<file path="src/rtl/i2c_slave_target.sv">
// i2c_slave_target: 7-bit-address I2C target that streams write bytes out and read bytes in.
// Build option: define I2C_SLAVE_GLITCH_FILTER_EN to add a 3-sample level filter on SCL/SDA.
module i2c_slave_target #(
  parameter logic [6:0] SLAVE_ADDR = 7'h50
) (
  input  logic       wb_clk_i,
  input  logic       arst_i,
  input  logic       scl_pad_i,
  input  logic       sda_pad_i,
  output logic       sda_pad_o,
  output logic       sda_padoen_o,
  output logic       scl_padoen_o,
  output logic [7:0] rx_data,
  output logic       rx_valid,
  input  logic       rx_ready,
  input  logic [7:0] tx_data,
  output logic       tx_load,
  output logic       start_o,
  output logic       stop_o,
  output logic       busy,
  output logic       rw_o
);

  typedef enum logic [2:0] {
    IDLE, ADDR, ADDR_ACK, WR_DATA, WR_ACK, RD_DATA, RD_ACK, RD_WAIT
  } state_t;

  logic [1:0] pad_in;
  logic [1:0] line_s;   // [0] = SCL, [1] = SDA, as seen by the FSM
  assign pad_in = {sda_pad_i, scl_pad_i};

  genvar gi;
  generate
    for (gi = 0; gi < 2; gi++) begin : g_line
      logic [1:0] sync_reg;
      always_ff @(posedge wb_clk_i or posedge arst_i) begin
        if (arst_i) sync_reg <= 2'b11;
        else        sync_reg <= {sync_reg[0], pad_in[gi]};
      end
`ifdef I2C_SLAVE_GLITCH_FILTER_EN
      // A level is accepted only once three consecutive synced samples agree.
      logic [2:0] hist_reg;
      logic       filt_reg;
      always_ff @(posedge wb_clk_i or posedge arst_i) begin
        if (arst_i) begin
          hist_reg <= 3'b111;
          filt_reg <= 1'b1;
        end else begin
          hist_reg <= {hist_reg[1:0], sync_reg[1]};
          if (hist_reg == 3'b000)      filt_reg <= 1'b0;
          else if (hist_reg == 3'b111) filt_reg <= 1'b1;
        end
      end
      assign line_s[gi] = filt_reg;
`else
      assign line_s[gi] = sync_reg[1];
`endif
    end
  endgenerate

  logic scl_s, sda_s, scl_d_reg, sda_d_reg;
  logic scl_rise, scl_fall, start_det, stop_det;
  assign scl_s = line_s[0];
  assign sda_s = line_s[1];

  always_ff @(posedge wb_clk_i or posedge arst_i) begin
    if (arst_i) begin
      scl_d_reg <= 1'b1;
      sda_d_reg <= 1'b1;
    end else begin
      scl_d_reg <= scl_s;
      sda_d_reg <= sda_s;
    end
  end

  assign scl_rise  = scl_s & ~scl_d_reg;
  assign scl_fall  = ~scl_s & scl_d_reg;
  assign start_det = scl_s & scl_d_reg & sda_d_reg & ~sda_s;
  assign stop_det  = scl_s & scl_d_reg & ~sda_d_reg & sda_s;

  state_t     state_reg, state_next;
  logic [2:0] cnt_reg, cnt_next;
  logic [7:0] shift_reg, shift_next;
  logic [7:0] rx_data_reg, rx_data_next;
  logic       oen_reg, oen_next;
  logic       phase_reg, phase_next;   // second half of an ACK slot
  logic       ack_reg, ack_next;
  logic       rx_valid_reg, rx_valid_next;
  logic       tx_load_reg, tx_load_next;
  logic       start_reg, start_next;
  logic       stop_reg, stop_next;
  logic       busy_reg, busy_next;
  logic       rw_reg, rw_next;
  logic [7:0] shift_in;

  assign shift_in = {shift_reg[6:0], sda_s};

  always_ff @(posedge wb_clk_i or posedge arst_i) begin
    if (arst_i) begin
      state_reg    <= IDLE;
      cnt_reg      <= 3'd0;
      shift_reg    <= 8'h00;
      rx_data_reg  <= 8'h00;
      oen_reg      <= 1'b1;
      phase_reg    <= 1'b0;
      ack_reg      <= 1'b0;
      rx_valid_reg <= 1'b0;
      tx_load_reg  <= 1'b0;
      start_reg    <= 1'b0;
      stop_reg     <= 1'b0;
      busy_reg     <= 1'b0;
      rw_reg       <= 1'b0;
    end else begin
      state_reg    <= state_next;
      cnt_reg      <= cnt_next;
      shift_reg    <= shift_next;
      rx_data_reg  <= rx_data_next;
      oen_reg      <= oen_next;
      phase_reg    <= phase_next;
      ack_reg      <= ack_next;
      rx_valid_reg <= rx_valid_next;
      tx_load_reg  <= tx_load_next;
      start_reg    <= start_next;
      stop_reg     <= stop_next;
      busy_reg     <= busy_next;
      rw_reg       <= rw_next;
    end
  end

  always_comb begin
    state_next    = state_reg;
    cnt_next      = cnt_reg;
    shift_next    = shift_reg;
    rx_data_next  = rx_data_reg;
    oen_next      = oen_reg;
    phase_next    = phase_reg;
    ack_next      = ack_reg;
    busy_next     = busy_reg;
    rw_next       = rw_reg;
    rx_valid_next = 1'b0;
    tx_load_next  = 1'b0;
    start_next    = 1'b0;
    stop_next     = 1'b0;

    // Bus conditions override whatever bit-level event happens in the same cycle.
    if (start_det) begin
      state_next = ADDR;
      cnt_next   = 3'd0;
      oen_next   = 1'b1;
      phase_next = 1'b0;
      busy_next  = 1'b0;
      start_next = 1'b1;
    end else if (stop_det) begin
      state_next = IDLE;
      oen_next   = 1'b1;
      phase_next = 1'b0;
      busy_next  = 1'b0;
      stop_next  = 1'b1;
    end else begin
      case (state_reg)
        ADDR: begin
          if (scl_rise) begin
            shift_next = shift_in;
            cnt_next   = cnt_reg + 3'd1;
            if (cnt_reg == 3'd7) begin
              if (shift_reg[6:0] == SLAVE_ADDR) begin
                rw_next    = sda_s;
                busy_next  = 1'b1;
                phase_next = 1'b0;
                state_next = ADDR_ACK;
              end else begin
                oen_next   = 1'b1;
                state_next = IDLE;
              end
            end
          end
        end
        ADDR_ACK: begin
          if (scl_fall) begin
            if (!phase_reg) begin
              oen_next   = 1'b0;
              phase_next = 1'b1;
            end else begin
              phase_next = 1'b0;
              cnt_next   = 3'd0;
              if (rw_reg) begin
                shift_next   = {tx_data[6:0], 1'b1};
                oen_next     = tx_data[7];
                tx_load_next = 1'b1;
                state_next   = RD_DATA;
              end else begin
                oen_next   = 1'b1;
                state_next = WR_DATA;
              end
            end
          end
        end
        WR_DATA: begin
          if (scl_rise) begin
            shift_next = shift_in;
            cnt_next   = cnt_reg + 3'd1;
            if (cnt_reg == 3'd7) begin
              ack_next   = rx_ready;
              phase_next = 1'b0;
              state_next = WR_ACK;
              if (rx_ready) begin
                rx_data_next  = shift_in;
                rx_valid_next = 1'b1;
              end
            end
          end
        end
        WR_ACK: begin
          if (scl_fall) begin
            if (!phase_reg) begin
              oen_next   = ~ack_reg;
              phase_next = 1'b1;
            end else begin
              oen_next   = 1'b1;
              phase_next = 1'b0;
              state_next = WR_DATA;
            end
          end
        end
        RD_DATA: begin
          if (scl_rise) begin
            cnt_next = cnt_reg + 3'd1;
          end else if (scl_fall) begin
            // The counter has wrapped only after the master clocked all 8 bits.
            if (cnt_reg == 3'd0) begin
              oen_next   = 1'b1;
              phase_next = 1'b0;
              state_next = RD_ACK;
            end else begin
              oen_next   = shift_reg[7];
              shift_next = {shift_reg[6:0], 1'b1};
            end
          end
        end
        RD_ACK: begin
          if (scl_rise) begin
            if (sda_s) state_next = RD_WAIT;
            else       phase_next = 1'b1;
          end else if (scl_fall && phase_reg) begin
            phase_next   = 1'b0;
            cnt_next     = 3'd0;
            shift_next   = {tx_data[6:0], 1'b1};
            oen_next     = tx_data[7];
            tx_load_next = 1'b1;
            state_next   = RD_DATA;
          end
        end
        default: begin
        end
      endcase
    end
  end

  assign sda_pad_o    = 1'b0;
  assign scl_padoen_o = 1'b1;
  assign sda_padoen_o = oen_reg;
  assign rx_data      = rx_data_reg;
  assign rx_valid     = rx_valid_reg;
  assign tx_load      = tx_load_reg;
  assign start_o      = start_reg;
  assign stop_o       = stop_reg;
  assign busy         = busy_reg;
  assign rw_o         = rw_reg;

endmodule
</file>
<file path="config.mk">
export PLATFORM = sky130hd
export DESIGN_NAME = i2c_slave_target
export DESIGN_NICKNAME = d
export VERILOG_FILES = /design/src/rtl/i2c_slave_target.sv
export SDC_FILE = /design/constraint.sdc
export NUM_CORES = 1
export LEC_CHECK = 0
export ABC_AREA = 1
export BUFFER_PORTS_ARGS = -buffer_cell sky130_fd_sc_hd__buf_4
export CORE_MARGIN = 3
export CORE_UTILIZATION = 57
export CTS_CLUSTER_DIAMETER = 150
export DETAILED_ROUTE_END_ITERATION = 10
export PLACE_DENSITY_LB_ADDON = 0.05
export SETUP_SLACK_MARGIN = 0.15
export SYNTH_ARGS = -nofsm -noshare
export SYNTH_HDL_FRONTEND = slang
export SYNTH_SLANG_ARGS = --single-unit
</file>
<file path="constraint.sdc">
create_clock -name wb_clk_i -period 2.09 [get_ports wb_clk_i]
set_input_delay 0.418 -clock wb_clk_i [delete_from_list [all_inputs] [get_ports wb_clk_i]]
set_output_delay 0.418 -clock wb_clk_i [all_outputs]
set_load 0.02 [all_outputs]
</file>
==> out/metrics.csv <==
metric,value,unit
outcome,finished clean,
number of nets in the layout,329,
total routing usage reported by global routing,24.70,%
unrepaired setup endpoints after global routing,no,
library cell with the largest summed area after synthesis,sky130_fd_sc_hd__dfrtp_1,
worst clock skew,0.008688,ns
crit path launch type,flip-flop,
Pwr per Cell Area,949.3,nW/um^2
Reg2Reg Setup Slack,0.26,ns
total I/O pin count,30,
VDD IR max,0.5673,mV
root buffer cell,sky130_fd_sc_hd__clkbuf_8,
H-Tree Level Count,2,
max-cap violation count,0,
total number of placement rows,21,
beginning of the critical path,g_line[0].sync_reg[1],
mean cell area of the mapped netlist,7.551,sq um
arrival time of data at the critical path endpoint,1.98,ns
"top library cells by usage in the layout, fill and taps aside","sky130_fd_sc_hd__nand2_1 (106), sky130_fd_sc_hd__dfrtp_1 (29), sky130_fd_sc_hd__inv_1 (28), sky130_fd_sc_hd__buf_4 (28), sky130_fd_sc_hd__nand3_1 (22)",
post-synth top area share,35.01,%
total DRC errors in the routed layout,0,
RR Endpoint,rx_data[0],
total via count in the routed design,1906,
CTS tree,done,
endpoint kind of the worst setup timing path,flip-flop,
vertical die dimension,67.34,um
"top cells by area, synth","sky130_fd_sc_hd__dfrtp_1 (35%), sky130_fd_sc_hd__nand2_1 (19%), sky130_fd_sc_hd__dfstp_2 (8.6%)",
WL final,5.045,mm
number of flip-flops and latches in the synthesized netlist,37,
path depth of the worst reg2reg path,7,
sequential fraction of the synthesis area,43.58,%
setup tns final,0,ns
clock buffers created by TritonCTS,5,
core area,3468,sq um
length of routed wiring on met1,2.336,mm
leakage power figure,1.353,nW
insertion delay of the later-clocked pin in the worst-skew pair,0.29,ns
critical path peak fanout,12,
CP Data Required Time,2.24,ns
gp weighted congestion,0.9793,
clock tree sinks,37,
Setup CP Type,reg -> reg,
wire length of the first global-routing pass,8.135,mm
met2 wire length,2.327,mm
"leading cell type in the layout, fill and taps excluded",sky130_fd_sc_hd__nand2_1,
"Hold Vio Cnt, Final",0,
number of enable flip-flop cells after synthesis,0,
Initial Util,61.83,%
number of buffers on the longest clock path,2,
remaining number of nets flagged by the antenna check after routing,0,
final-report setup violation count,0,
cell count after synthesis,284,
count of unique library cells instantiated by Yosys,32,
clock-pin slew on the worst setup and hold paths,0.08,ns
minimum clock period after layout,1.830,ns
share of the cycle needed by the critical path after routing,87.58,%
final routed wire length divided by cell count,14.01,um
area delta synth->final,15.05,%
antenna cells,0,
highest achievable clock rate,0.5463,GHz
vias in the first global route,1733,
nets in the synthesized netlist,300,
synthesized cell area,2145,sq um
final setup slack of the worst path,0.2597,ns
Die Span X,67.34,um
die area,4535,sq um
First DRT Iteration DRCs,180,
number of I/O port buffers,27,
maximum number of pins on one net before global-route repair,38,
post-synthesis async set-or-reset flop share,100.0,%
Hold Path Class,in -> async,
Overflow after GRT,0,
via-per-instance ratio,5.294,
post-detail-place hpwl,3.720,mm
pre-CTS setup slack,0.1143,ns
length of the first detailed-routing pass in iterations,4,
number of warning messages in the yosys log,0,
initial antenna violation count,0,
launching point of the worst reg2reg path,g_line[0].sync_reg[1],
routed wl met3,278,um
dominant register cell in the synthesized netlist,sky130_fd_sc_hd__dfrtp_1,
share of cells above drive strength 1,24.52,%
share of the core filled with cells in the final layout,71.14,%
highest signal layer in the routed design,met4,
"Slew Viols, Final",0,
[metal layers]
metal / vias up / GRT usage, %
li1: 946 / -
met1: 886 / 33.16
met2: 62 / 38.53
met3: 12 / 5.824
met4: 0 / 9.873
met5: - / 0
[cells by family (layout without fill, tap and decap cells)]
| group | Yosys count | after routing | share of synthesized area, % |
|---|---|---|---|
| simple gates | 167 | 167 | 34.89 |
| buf+inv | 42 | 72 | 8.926 |
| flops | 37 | 37 | 43.58 |
| compound gates | 33 | 33 | 10.50 |
| fa+ha+maj | 3 | 3 | 1.750 |
| other cells | 2 | 2 | 0.3502 |
[stage by stage]
step	cell area (sq um)	hold slack (ns)	power (mW)	instances
2_1_floorplan	2145	0.3452	1.632	284
3_3_place_gp	2357	0.3454	1.804	351
3_5_place_dp	2357	0.3469	1.824	351
4_1_cts	2445	0.2196	2.330	359
5_1_grt	2467	0.2251	2.486	360
6_report	2467	0.2350	2.342	360
[critical path: stages, from the launching register on]
cell and delay, ns:
sky130_fd_sc_hd__dfstp_2 0.58, sky130_fd_sc_hd__inv_2 0.06, sky130_fd_sc_hd__nor2_2 0.23, sky130_fd_sc_hd__nand2_1 0.18, sky130_fd_sc_hd__nor2_1 0.16, sky130_fd_sc_hd__nand2_2 0.19
sky130_fd_sc_hd__nand2_1 0.14, sky130_fd_sc_hd__o21ai_0 0.13
[cell type report]
class / instances / area [sq um]
multi-input cells: 205 / 1021
flip-flops and latches: 37 / 935.9
clock inverters: 3 / 17.52
inverters: 35 / 136.4
fillers: 298 / 1001
well taps: 46 / 57.56
repair buffers: 29 / 230.2
clock buffers: 5 / 68.82
[cells in the mapped netlist, types with 2 or more instances]
| cell | instances |
|---|---|
| sky130_fd_sc_hd__nand2_1 | 107 |
| sky130_fd_sc_hd__o21ai_0 | 13 |
| sky130_fd_sc_hd__nor2_1 | 19 |
| sky130_fd_sc_hd__ha_1 | 3 |
| sky130_fd_sc_hd__inv_4 | 2 |
| sky130_fd_sc_hd__nand3_1 | 22 |
| sky130_fd_sc_hd__o21ai_2 | 8 |
| sky130_fd_sc_hd__a21oi_1 | 5 |
| sky130_fd_sc_hd__nor3_1 | 2 |
| sky130_fd_sc_hd__nor2_4 | 2 |
| sky130_fd_sc_hd__nand4_1 | 4 |
| sky130_fd_sc_hd__buf_4 | 3 |
| sky130_fd_sc_hd__buf_6 | 2 |
| sky130_fd_sc_hd__dfstp_2 | 7 |
| sky130_fd_sc_hd__conb_1 | 2 |
| sky130_fd_sc_hd__nand2_2 | 3 |
| sky130_fd_sc_hd__buf_2 | 2 |
| sky130_fd_sc_hd__inv_1 | 29 |
| sky130_fd_sc_hd__o21ai_1 | 2 |
| sky130_fd_sc_hd__inv_2 | 4 |
| sky130_fd_sc_hd__dfrtp_1 | 30 |
| sky130_fd_sc_hd__nand2_4 | 3 |
[what timing repair did]
item	4_1_cts	5_1_grt
hold buffers	0	0
buffers inserted	0	1
endpoints found under the setup margin	14	16
resized for setup	2	1
hold endpoints to repair	0	0
[report_power, final]
group          internal, mW  total (mW)  switching [mW]
clock                 0.230       0.496           0.266
combinational         0.307       0.849           0.542
sequential            0.849       0.997           0.148
total                  1.39        2.34           0.956
[how the worst max path moves through the flow]
stage,endpoint,slack (ns),depth (start not counted)
floorplan,shift_reg[3],0.49,8
global placement,shift_reg[5],0.13,7
detailed placement,shift_reg[5],0.11,7
CTS,rx_data[0],0.16,7
global route,cnt_reg[2],0.15,8
finish,rx_data[0],0.26,7
No activity file was read; power rests on OpenSTA's default activity.
